## src/rtl/game_pkg.sv

```systemverilog
// rtl/game_pkg.sv - shared types and default widths for the turn scheduler
package game_pkg;

  localparam int PLAYER_ID_W  = 3;
  localparam int STEP_TIMER_W = 4;
  localparam int ROUND_W      = 12;
  localparam int NPC_ID       = 0;

  typedef enum logic [1:0] {
    ST_IDLE    = 2'd0,
    ST_RUNNING = 2'd1,
    ST_ADVANCE = 2'd2,
    ST_OVER    = 2'd3
  } state_e;

endpackage

```

## src/rtl/next_player_finder.sv

```systemverilog
// rtl/next_player_finder.sv - round-robin successor search over the alive mask
module next_player_finder
  import game_pkg::*;
#(
  parameter int N = 7,
  parameter int W = PLAYER_ID_W
) (
  input  logic [W-1:0] cur_id_i,
  input  logic [N-1:0] alive_mask_i,
  output logic [W-1:0] next_id_o
);

  logic [W-1:0] above_id;
  logic [W-1:0] lowest_id;

  // Scan downwards so the last hit is the lowest alive ID (overall and above cur_id_i)
  always_comb begin
    above_id  = W'(NPC_ID);
    lowest_id = W'(NPC_ID);
    for (int i = N; i >= 1; i--) begin
      if (alive_mask_i[i-1]) begin
        lowest_id = W'(i);
        if (W'(i) > cur_id_i) above_id = W'(i);
      end
    end
    if (above_id != W'(NPC_ID))       next_id_o = above_id;
    else if (lowest_id != W'(NPC_ID)) next_id_o = lowest_id;
    else                              next_id_o = cur_id_i;
  end

endmodule

```

## src/rtl/turn_scheduler.sv

```systemverilog
// rtl/turn_scheduler.sv - turn/round/timer sequencing for a multi-player game
module turn_scheduler
  import game_pkg::*;
#(
  parameter int MAX_PLAYER_CNT      = 7,
  parameter int LOG2_MAX_PLAYER_CNT = PLAYER_ID_W,
  parameter int MAX_STEP_TIME       = 15,
  parameter int LOG2_MAX_STEP_TIME  = STEP_TIMER_W,
  parameter int LOG2_MAX_ROUND      = ROUND_W,
  parameter int TICKS_PER_SEC       = 50_000_000
) (
  input  logic                           clock,
  input  logic                           reset_n,
  input  logic                           start,
  input  logic [LOG2_MAX_PLAYER_CNT-1:0] first_player,
  input  logic [MAX_PLAYER_CNT-1:0]      alive_mask,
  input  logic                           move_done,
  output logic [LOG2_MAX_PLAYER_CNT-1:0] current_player,
  output logic [LOG2_MAX_PLAYER_CNT-1:0] next_player,
  output logic [LOG2_MAX_STEP_TIME-1:0]  step_timer,
  output logic [LOG2_MAX_ROUND-1:0]      round,
  output logic                           turn_start,
  output logic                           timeout,
  output logic [LOG2_MAX_PLAYER_CNT-1:0] winner,
  output logic [1:0]                     state
);

  localparam int TICK_W = (TICKS_PER_SEC > 1) ? $clog2(TICKS_PER_SEC) : 1;
  localparam logic [LOG2_MAX_ROUND-1:0] ROUND_MAX = '1;
  localparam logic [LOG2_MAX_STEP_TIME-1:0] STEP_LOAD = LOG2_MAX_STEP_TIME'(MAX_STEP_TIME);

  typedef logic [LOG2_MAX_PLAYER_CNT-1:0] pid_t;

  state_e                        state_q, state_d;
  pid_t                          cur_q, cur_d;
  pid_t                          winner_q, winner_d;
  logic [LOG2_MAX_STEP_TIME-1:0] timer_q, timer_d;
  logic [LOG2_MAX_ROUND-1:0]     round_q, round_d;
  logic [TICK_W-1:0]             tick_q, tick_d;
  logic                          turn_start_q, turn_start_d;
  logic                          timeout_q, timeout_d;

  pid_t succ_id, first_succ, lowest_alive;
  logic enough_alive, game_start, tick_hit, expire;
  logic cur_alive, first_alive;
  logic [MAX_PLAYER_CNT:0] mask_ext;

  next_player_finder #(.N(MAX_PLAYER_CNT), .W(LOG2_MAX_PLAYER_CNT)) u_next_finder (
    .cur_id_i     (cur_q),
    .alive_mask_i (alive_mask),
    .next_id_o    (succ_id)
  );

  next_player_finder #(.N(MAX_PLAYER_CNT), .W(LOG2_MAX_PLAYER_CNT)) u_first_finder (
    .cur_id_i     (first_player),
    .alive_mask_i (alive_mask),
    .next_id_o    (first_succ)
  );

  // Alive-set summaries; bit 0 of the extended mask stands for the NPC and is never alive
  always_comb begin
    mask_ext     = {alive_mask, 1'b0};
    enough_alive = ($countones(alive_mask) >= 2);
    cur_alive    = mask_ext[cur_q];
    first_alive  = mask_ext[first_player];
    game_start   = start && enough_alive;
    tick_hit     = (tick_q == TICK_W'(TICKS_PER_SEC - 1));
    expire       = tick_hit && (timer_q == LOG2_MAX_STEP_TIME'(1));
    lowest_alive = pid_t'(NPC_ID);
    for (int i = MAX_PLAYER_CNT; i >= 1; i--) begin
      if (alive_mask[i-1]) lowest_alive = pid_t'(i);
    end
  end

  // State register
  always_ff @(posedge clock or negedge reset_n) begin
    if (!reset_n) state_q <= ST_IDLE;
    else          state_q <= state_d;
  end

  // Next-state: start overrides everything, then game-over, then turn-ending events
  always_comb begin
    state_d = state_q;
    if (start) begin
      state_d = enough_alive ? ST_RUNNING : ST_IDLE;
    end else begin
      case (state_q)
        ST_RUNNING: begin
          if (!enough_alive)                         state_d = ST_OVER;
          else if (move_done || expire || !cur_alive) state_d = ST_ADVANCE;
        end
        ST_ADVANCE: state_d = enough_alive ? ST_RUNNING : ST_OVER;
        default:    state_d = state_q;
      endcase
    end
  end

  // Datapath next values: turn entry, tick/timer countdown, turn hand-over, winner capture
  always_comb begin
    cur_d        = cur_q;
    winner_d     = winner_q;
    timer_d      = timer_q;
    round_d      = round_q;
    tick_d       = tick_q;
    turn_start_d = 1'b0;
    timeout_d    = 1'b0;
    if (game_start) begin
      cur_d        = first_alive ? first_player : first_succ;
      round_d      = LOG2_MAX_ROUND'(1);
      timer_d      = STEP_LOAD;
      tick_d       = '0;
      turn_start_d = 1'b1;
      winner_d     = pid_t'(NPC_ID);
    end else if (!start) begin
      case (state_q)
        ST_RUNNING: begin
          if (state_d == ST_OVER) begin
            winner_d = lowest_alive;
          end else begin
            if (tick_hit) begin
              tick_d  = '0;
              timer_d = timer_q - 1'b1;
            end else begin
              tick_d  = tick_q + 1'b1;
            end
            timeout_d = expire && !move_done;
          end
        end
        ST_ADVANCE: begin
          if (state_d == ST_OVER) begin
            winner_d = lowest_alive;
          end else begin
            cur_d        = succ_id;
            if (succ_id <= cur_q && round_q != ROUND_MAX) round_d = round_q + 1'b1;
            timer_d      = STEP_LOAD;
            tick_d       = '0;
            turn_start_d = 1'b1;
          end
        end
        default: ;
      endcase
    end
  end

  // Datapath registers
  always_ff @(posedge clock or negedge reset_n) begin
    if (!reset_n) begin
      cur_q        <= '0;
      winner_q     <= '0;
      timer_q      <= '0;
      round_q      <= '0;
      tick_q       <= '0;
      turn_start_q <= 1'b0;
      timeout_q    <= 1'b0;
    end else begin
      cur_q        <= cur_d;
      winner_q     <= winner_d;
      timer_q      <= timer_d;
      round_q      <= round_d;
      tick_q       <= tick_d;
      turn_start_q <= turn_start_d;
      timeout_q    <= timeout_d;
    end
  end

  // Outputs; next_player is held at 0 while idle so reset leaves every output at 0
  always_comb begin
    state          = state_q;
    current_player = cur_q;
    next_player    = (state_q == ST_IDLE) ? pid_t'(NPC_ID) : succ_id;
    step_timer     = timer_q;
    round          = round_q;
    turn_start     = turn_start_q;
    timeout        = timeout_q;
    winner         = (state_q == ST_OVER) ? winner_q : pid_t'(NPC_ID);
  end

endmodule

```

## config.mk

```make
export PLATFORM = sky130hd
export DESIGN_NAME = turn_scheduler
export DESIGN_NICKNAME = d
export VERILOG_FILES = /design/src/rtl/game_pkg.sv /design/src/rtl/next_player_finder.sv /design/src/rtl/turn_scheduler.sv
export SDC_FILE = /design/constraint.sdc
export NUM_CORES = 1
export LEC_CHECK = 0
export CORE_MARGIN = 5
export CORE_UTILIZATION = 50
export CTS_BUF_LIST = sky130_fd_sc_hd__clkbuf_16
export CTS_CLUSTER_DIAMETER = 100
export CTS_CLUSTER_SIZE = 20
export DETAILED_ROUTE_END_ITERATION = 8
export PLACE_DENSITY_LB_ADDON = 0.08
export SLEW_MARGIN = 15
export SYNTH_ARGS = -nofsm -noshare
export SYNTH_HDL_FRONTEND = slang
export SYNTH_HIERARCHICAL = 1
export SYNTH_SLANG_ARGS = --single-unit
```

## constraint.sdc

```tcl
create_clock -name clock -period 8 [get_ports clock]
set_clock_uncertainty 0.15 [all_clocks]
set_input_delay 1.6 -clock clock [delete_from_list [all_inputs] [get_ports clock]]
set_output_delay 1.6 -clock clock [all_outputs]
set_load 0.03 [all_outputs]
```

==> metrics.md, run 1 <==
| Metric | Value |
|---|---|
| WL final | 10,300 µm |
| Crit path required time | 7990 ps |
| H-tree depth | 2 |
| RR Startpoint | current_player[2] |
| DR WL/cell | 16.54 µm |
| Hold crit path type | reg2reg |
| Sw frac | 0.4507 |
| Fin. max-slew vios | 0 |
| # clock sinks | 52 |
| Setup total negative slack | 0 ps |
| Insertion delay of the later-clocked pin in the worst-skew pair | 290 ps |
| Post-layout min period | 6703 ps |
| Placer Congestion | 0.8512 |
| Most crowded layer after global routing | met2 |
| Boundary Pins | 43 |
| Worst vdd ir | 0.0001445 V |
| Net Count, Synth | 507 |
| Setup CP Type | in2reg |
| Setup crit end kind | flip-flop |
| Via count | 3,768 |
| Adder-Cell Fraction of Synth Area | 0.05252 |
| Arrival time at the worst endpoint | 6690 ps |
| Vias in the first global route | 3,553 |
| 1st-iter DRT viols | 266 |
| Ys Warns | 6 |
| Die height | 99.47 µm |
| Internal power | 713.9 µW |
| Power share of the clock group | 0.186 |
| Hold-fix buffers at CTS | 0 |
| R2r worst-path depth | 13 |
| Post-synthesis sequential element count | 52 |
| Max-slew headroom at the worst pin | 0.4800 |
| Starting Density | 0.5153 |
| EDFF count, synth | 0 |
| Ys async rst share | 1.000 |
| Total grt overflow | 0 |
| Rows | 32 |
| Final Hold Viols | 0 |
| Cell family with most CP delay | adder cells |
| Critical Path Source Type | input port |
| Num CTS Buffers | 5 |
| Antenna violations before repair | 0 |
| Sequential fraction of the synthesis area | 0.3251 |
| WHS Path Cells | 1 |
| Synth cell count leaders | 55 x nor2_1, 52 x dfrtp_1, 33 x inv_1, 33 x nand2_1, 28 x a21oi_1 |
| R2R setup slack | 3930 ps |
| PortBufs | 42 |
| RR Endpoint | round[8] |
| Mux cell area share after synthesis | 0.04220 |
| XOR/XNOR Fraction of Synth Area | 0.01094 |
| Most Frequent Cell on Critical Path | fa_1 |
| Number of max-cap violations | 0 |
| Clk buf depth | 2 |
| Synth top area cells | dfrtp_1 33%, nor2_1 5.2%, ha_1 3.8% |
| Worst Max-Slew Pin Slew | 780.0 ps |
| Area leader, netlist | dfrtp_1 |
| Post-route cell area | 4688 µm² |
| Slowest-stage cell, CP | clkdlybuf4s50_1 |
| Final period utilization | 0.8379 |
| Tot GR Track Use | 0.2124 |
| Unique masters post-synth | 68 |
| Power share of the sequential group | 0.286 |
| Synth Flop Type | dfrtp_1 |
| Met1 usage | 0.2901 |
| Post-DP Area | 4526 µm² |
| CTS tree | built |
| Outcome | complete, no violations |
| Post-Syn Area | 4003 µm² |
| Die width | 99.47 µm |
| Postcts setup bufs | 0 |
| Post-synth top area share | 0.3251 |
| Fill cell total of the finished layout | 702 |
| Hold wc startpoint | tick_q[17] |
| Met2 Resource Use GR | 0.3549 |
| Syn avg cell area | 8.374 µm² |
| Clk pin slew, worst setup/hold paths | 70 ps |
| Routed vias/inst | 6.048 |
| Compound-Gate Fraction of Synth Area | 0.2460 |
| Worst-path maximum fanout | 17 |
| RSZ-0062 raised after global routing | false |
| Core ar. | 7767 µm² |
| Largest family of logic cells by synthesized area | simple AND/OR/NAND/NOR gates |
| Layout area overhead | 17.13% |
| Worst path bufs/invs | 3 |
| Antenna Nets Post-Route | 0 |
| Simple-gate portion of the synthesized area | 0.2704 |
| Power share of the combinational group | 0.528 |
| First-pass iteration count of the detailed router | 5 |
| Synthesized instance count | 478 |
| Fraction of layout cells with a size suffix above 1 | 0.09789 |
| Largest net degree at the start of global routing | 53 |
| N_diodes | 0 |
| Grt met3 use | 0.03997 |
| Final HPWL DP | 7255 µm |
| Most numerous cell in the Yosys netlist | nor2_1 |
| CTS resizes | 0 |
| Sw Pwr | 585.8 µW |
| Fmax | 149.2 MHz |
| Die Footprint | 9894 µm² |
| Final Setup Violations | 0 |
| WHS Endpoint | tick_q[17] |
| Slowest stage delay, CP | 670 ps |
| NumNets Final | 549 |
| DRC errors left | 0 |
| Pwr per Cell Area | 277.2 nW/µm² |
| Clk root buf | clkbuf_16 |
| CP Cell Sequence | clkdlybuf4s50_1, inv_1, fa_1, fa_1, inv_1, ha_1, a21o_1, fa_1, or3b_2, a311oi_1, o21ai_0, a21oi_1, a21bo_2, or2_1, o31ai_1 |
| Global-route wire length before repair | 17,360 µm |
| P_leak | 0.002063 µW |
[worst max-delay path by stage]
stage	startpoint	end	depth (start not counted)
6_report	alive_mask[0]	tick_q[14]	15
5_1_grt	alive_mask[0]	tick_q[12]	15
4_1_cts	alive_mask[0]	tick_q[14]	15
3_5_place_dp	alive_mask[0]	tick_q[6]	15
3_3_place_gp	alive_mask[0]	tick_q[17]	15
2_1_floorplan	alive_mask[0]	tick_q[3]	16
[area by class of cell]
class,instances,area [µm²],share of cell area
well taps,102,127.6,0.02722
clock inverters,3,37.54,0.008006
inverters,33,123.9,0.02642
multi-input cells,377,2490,0.5311
clock buffers,5,125.1,0.02669
flip-flops and latches,52,1301,0.2776
repair buffers,51,483.0,0.1030
[logic make-up after synthesis]
family | count (synthesis)
AOI/OAI and AO/OA | 137
xor gates and xnor gates | 5
adders and majority gates | 15
buffers and inverters | 49
DFF | 52
muxes | 14
and+or+nand+nor | 206
[layer usage]
layer,routed length (µm),share of wire,vias up
li1,-,-,1836
met1,4695,0.46,1821
met2,5014,0.49,101
met3,525,0.051,10
met4,68,0.0066,0
met5,0,0,-
[layout by cell type, fill, tap and decap left out, drive strengths merged, types with 4 or more instances in the layout]
cell type / n
dfrtp: 52
buf: 10
o21ai: 38
o31ai: 12
nand4: 12
nor2b: 10
nand2b: 10
a31o: 7
nand3: 19
and2: 7
clkbuf: 5
a21oi: 28
o211ai: 7
nor3: 14
clkdlybuf4s50: 41
or4: 4
ha: 12
and3: 18
nand2: 33
or2: 5
inv: 33
o41ai: 4
a21o: 6
xnor2: 5
nor4: 6
mux2i: 9
nor2: 55
a211oi: 4
[flip-flops by register name, indices dropped and copies added (netlist names)]
| register | count |
|---|---|
| current_player | 3 |
| round | 12 |
| state | 2 |
| step_timer | 4 |
| tick_q | 26 |
| timeout | 1 |
| turn_start | 1 |
| winner_q | 3 |
[worst register-to-register path: cells and delay by family, from the launching register on]
kind / cells / cell delay [ps]
adders and majority gates: 1 / 330
AOI/OAI and AO/OA: 11 / 2660
DFF: 1 / 710
and+or+nand+nor: 1 / 140
[power by group through the flow]
| stage | logic [µW] | clock network, µW | registers, µW |
|---|---|---|---|
| 2_1_floorplan | 447 | 0 | 406 |
| 3_3_place_gp | 668 | 0 | 374 |
| 3_5_place_dp | 682 | 0 | 376 |
| 4_1_cts | 687 | 246 | 371 |
| 5_1_grt | 760 | 258 | 381 |
| 6_report | 686 | 242 | 371 |
[through the flow]
| stage | instances | total power, µW | hold WS [ps] | utilization | setup slack, ps |
|---|---|---|---|---|---|
| 3_3_place_gp | 615 | 1042 | 325.4 | 0.5826 | 1137 |
| 3_5_place_dp | 615 | 1058 | 331.3 | 0.5826 | 1054 |
| 2_1_floorplan | 478 | 852.8 | 305.9 | - | 2367 |
| 5_1_grt | 623 | 1399 | 358.8 | 0.6036 | 939.1 |
| 6_report | 623 | 1300 | 344.3 | 0.6036 | 1297 |
| 4_1_cts | 623 | 1304 | 340.5 | 0.6036 | 1321 |
(Power assumes the default switching activity.)
==> run 2, diff against run 1 <==
==> constraint.sdc (replaced) <==
create_clock -name clock -period 7 [get_ports clock]
set_clock_uncertainty 0.15 [all_clocks]
set_input_delay 1.4 -clock clock [delete_from_list [all_inputs] [get_ports clock]]
set_output_delay 1.4 -clock clock [all_outputs]
set_load 0.03 [all_outputs]
==> metrics.md, run 2 (synthesized netlist as in run 1, its figures left out) <==
| Metric | Value |
|---|---|
| Pwr per Cell Area | 315.3 nW/µm² (was 277.2 nW/µm²) |
| Antenna Nets Post-Route | 0 (unchanged) |
| Outcome | complete, no violations (unchanged) |
| Setup crit end kind | flip-flop (unchanged) |
| H-tree depth | 2 (unchanged) |
| Arrival time at the worst endpoint | 5940 ps (was 6690 ps) |
| Hold crit path type | reg2reg (unchanged) |
| R2R setup slack | 2740 ps (was 3930 ps) |
| Slowest stage delay, CP | 500 ps (was 670 ps) |
| CTS resizes | 0 (unchanged) |
| RSZ-0062 raised after global routing | false (unchanged) |
| Clk pin slew, worst setup/hold paths | 70 ps (about the same) |
| Antenna violations before repair | 0 (unchanged) |
| Total grt overflow | 0 (unchanged) |
| RR Endpoint | round[7] (was round[8]) |
| Starting Density | 0.5153 (unchanged) |
| RR Startpoint | current_player[2] (unchanged) |
| Max-slew headroom at the worst pin | 0.5416 (was 0.4800) |
| Critical Path Source Type | input port (unchanged) |
| Die width | 99.47 µm (unchanged) |
| Die Footprint | 9894 µm² (unchanged) |
| DR WL/cell | 16.01 µm (was 16.54 µm) |
| P_leak | 0.002074 µW (was 0.002063 µW) |
| Tot GR Track Use | 0.2067 (was 0.2124) |
| Crit path required time | 7030 ps (was 7990 ps) |
| First-pass iteration count of the detailed router | 4 (was 5) |
| Commonest non-fill, non-tap cells in the layout | 55 x nor2_1, 52 x dfrtp_1, 41 x clkdlybuf4s50_1 (unchanged) |
| N_diodes | 0 (unchanged) |
| Worst path bufs/invs | 4 (was 3) |
| Rows | 32 (unchanged) |
| Worst Max-Slew Pin Slew | 683.0 ps (was 780.0 ps) |
| Vias in the first global route | 3,670 (was 3,553) |
| Largest Register | tick_q (unchanged) |
| Setup total negative slack | 0 ps (unchanged) |
| Final Hold Viols | 0 (unchanged) |
| CTS tree | built (unchanged) |
| WL final | 10,000 µm (was 10,300 µm) |
| Layout area overhead | 17.63% (was 17.13%) |
| Number of max-cap violations | 0 (unchanged) |
| Setup CP Type | in2reg (unchanged) |
| Most Frequent Cell on Critical Path | fa_1 (unchanged) |
| Fin. max-slew vios | 0 (unchanged) |
| Final period utilization | 0.8439 |
| Routed vias/inst | 6.051 (was 6.048) |
| Post-layout min period | 5908 ps |
| R2r worst-path depth | 13 (unchanged) |
| Fraction of layout cells with a size suffix above 1 | 0.1052 (was 0.09789) |
| Placed Cells | 617 (was 615) |
| Postcts setup bufs | 0 (unchanged) |
| NumNets Final | 551 (was 549) |
| Die height | 99.47 µm (unchanged) |
| PortBufs | 42 (unchanged) |
| Post-route insts no fill | 625 (was 623) |
| Clk root buf | clkbuf_16 (unchanged) |
| Commonest non-fill, non-tap cell in the layout | nor2_1 (unchanged) |
| Worst-path maximum fanout | 17 (unchanged) |
| CP Cell Sequence | clkdlybuf4s50_1, inv_1, fa_1, fa_1, inv_1, ha_1, a21o_1, fa_1, nor2_1, nor2b_1, nor2_1, nand2_1, or2_1, buf_4, o41ai_2 (was clkdlybuf4s50_1, inv_1, fa_1, fa_1, inv_1, ha_1, a21o_1, fa_1, or3b_2, a311oi_1, o21ai_0, a21oi_1, a21bo_2, or2_1, o31ai_1) |
| WHS Endpoint | tick_q[17] (unchanged) |
| Boundary Pins | 43 (unchanged) |
| Cell family with most CP delay | adder cells (unchanged) |
| 1st-iter DRT viols | 173 (was 266) |
| WHS Path Cells | 1 (unchanged) |
| Core ar. | 7767 µm² (unchanged) |
| Largest register FFs | 26 (unchanged) |
| Via count | 3,782 (was 3,768) |
| Final Setup Violations | 0 (unchanged) |
| Global-route wire length before repair | 17,290 µm (was 17,360 µm) |
| Final HPWL DP | 7300 µm (was 7255 µm) |
| Clk buf depth | 2 (unchanged) |
| Worst vdd ir | 0.0002081 V (was 0.0001445 V) |
| Largest net degree at the start of global routing | 53 (unchanged) |
| Slowest-stage cell, CP | fa_1 (was clkdlybuf4s50_1) |
| Insertion delay of the later-clocked pin in the worst-skew pair | 280 ps (was 290 ps) |
| DRC errors left | 0 (unchanged) |
| Num CTS Buffers | 5 (unchanged) |
| Placer Congestion | 0.9304 (was 0.8512) |
| Hold wc startpoint | tick_q[17] (unchanged) |
| Fmax | 169.3 MHz |
| Hold-fix buffers at CTS | 0 (unchanged) |
| # clock sinks | 52 (unchanged) |
## run 2: area by class of cell
type | instances | area, µm²
sequential | 52 | 1301
tap | 102 | 127.6
timing repair buffer | 53 | 498.0
clock inverter | 3 | 42.54
inverter | 33 | 123.9
clock buffer | 5 | 125.1
multi-input combinational | 377 | 2490
fill | 713 | 3059
## run 2: worst max-delay path by stage
stage                       endpoint  cells after the start     startpoint  slack [ps]
after floorplan            tick_q[3]                     16  alive_mask[0]        1570
after global placement    tick_q[17]                     17  alive_mask[0]         850
after detailed placement  tick_q[14]                     17  alive_mask[0]         800
after CTS                  tick_q[6]                     17  alive_mask[0]        1090
after global routing       tick_q[7]                     15  alive_mask[0]         810
final                     tick_q[17]                     15  alive_mask[0]        1090
## run 2: power by group
group | switching, µW | total, µW | internal [µW] | leakage (µW)
registers | 81.2 | 425 | 344 | 0.000693
logic | 474 | 783 | 309 | 0.00130
clock network | 108 | 276 | 168 | 0.0000798
total | 663 | 1480 | 821 | 0.00207
## run 2: worst register-to-register path: stages (launching register included)
cell	delay (ps)
dfrtp_1	730
o21ai_1	220
a221o_1	400
o21ai_2	80
o211ai_2	130
o31ai_1	450
ha_1	340
nor2b_1	130
o21ai_0	140
a32oi_1	80
o21ai_0	430
o211ai_1	310
o311ai_0	400
o41ai_1	130
## run 2: per-layer routing
metal  share of wire  vias to the layer above  global-route usage
met2            0.48                       79              0.3523
met4          0.0087                        0             0.04412
met3           0.046                       10             0.03366
li1                -                     1843                   -
met1            0.46                     1850              0.2768
met5               0                        -                   0
## run 2: per-stage QoR
step	cell area (µm²)	utilization	setup WS, ps	total power, µW	hold WS [ps]
after floorplan	4003	-	1567	974.6	305.9
after global placement	4541	0.5846	847.2	1193	333.6
after detailed placement	4541	0.5846	799.7	1212	348.6
after CTS	4708	0.6062	1093	1492	357.9
after global routing	4708	0.6062	814.5	1599	383.0
final	4708	0.6062	1092	1485	359.3
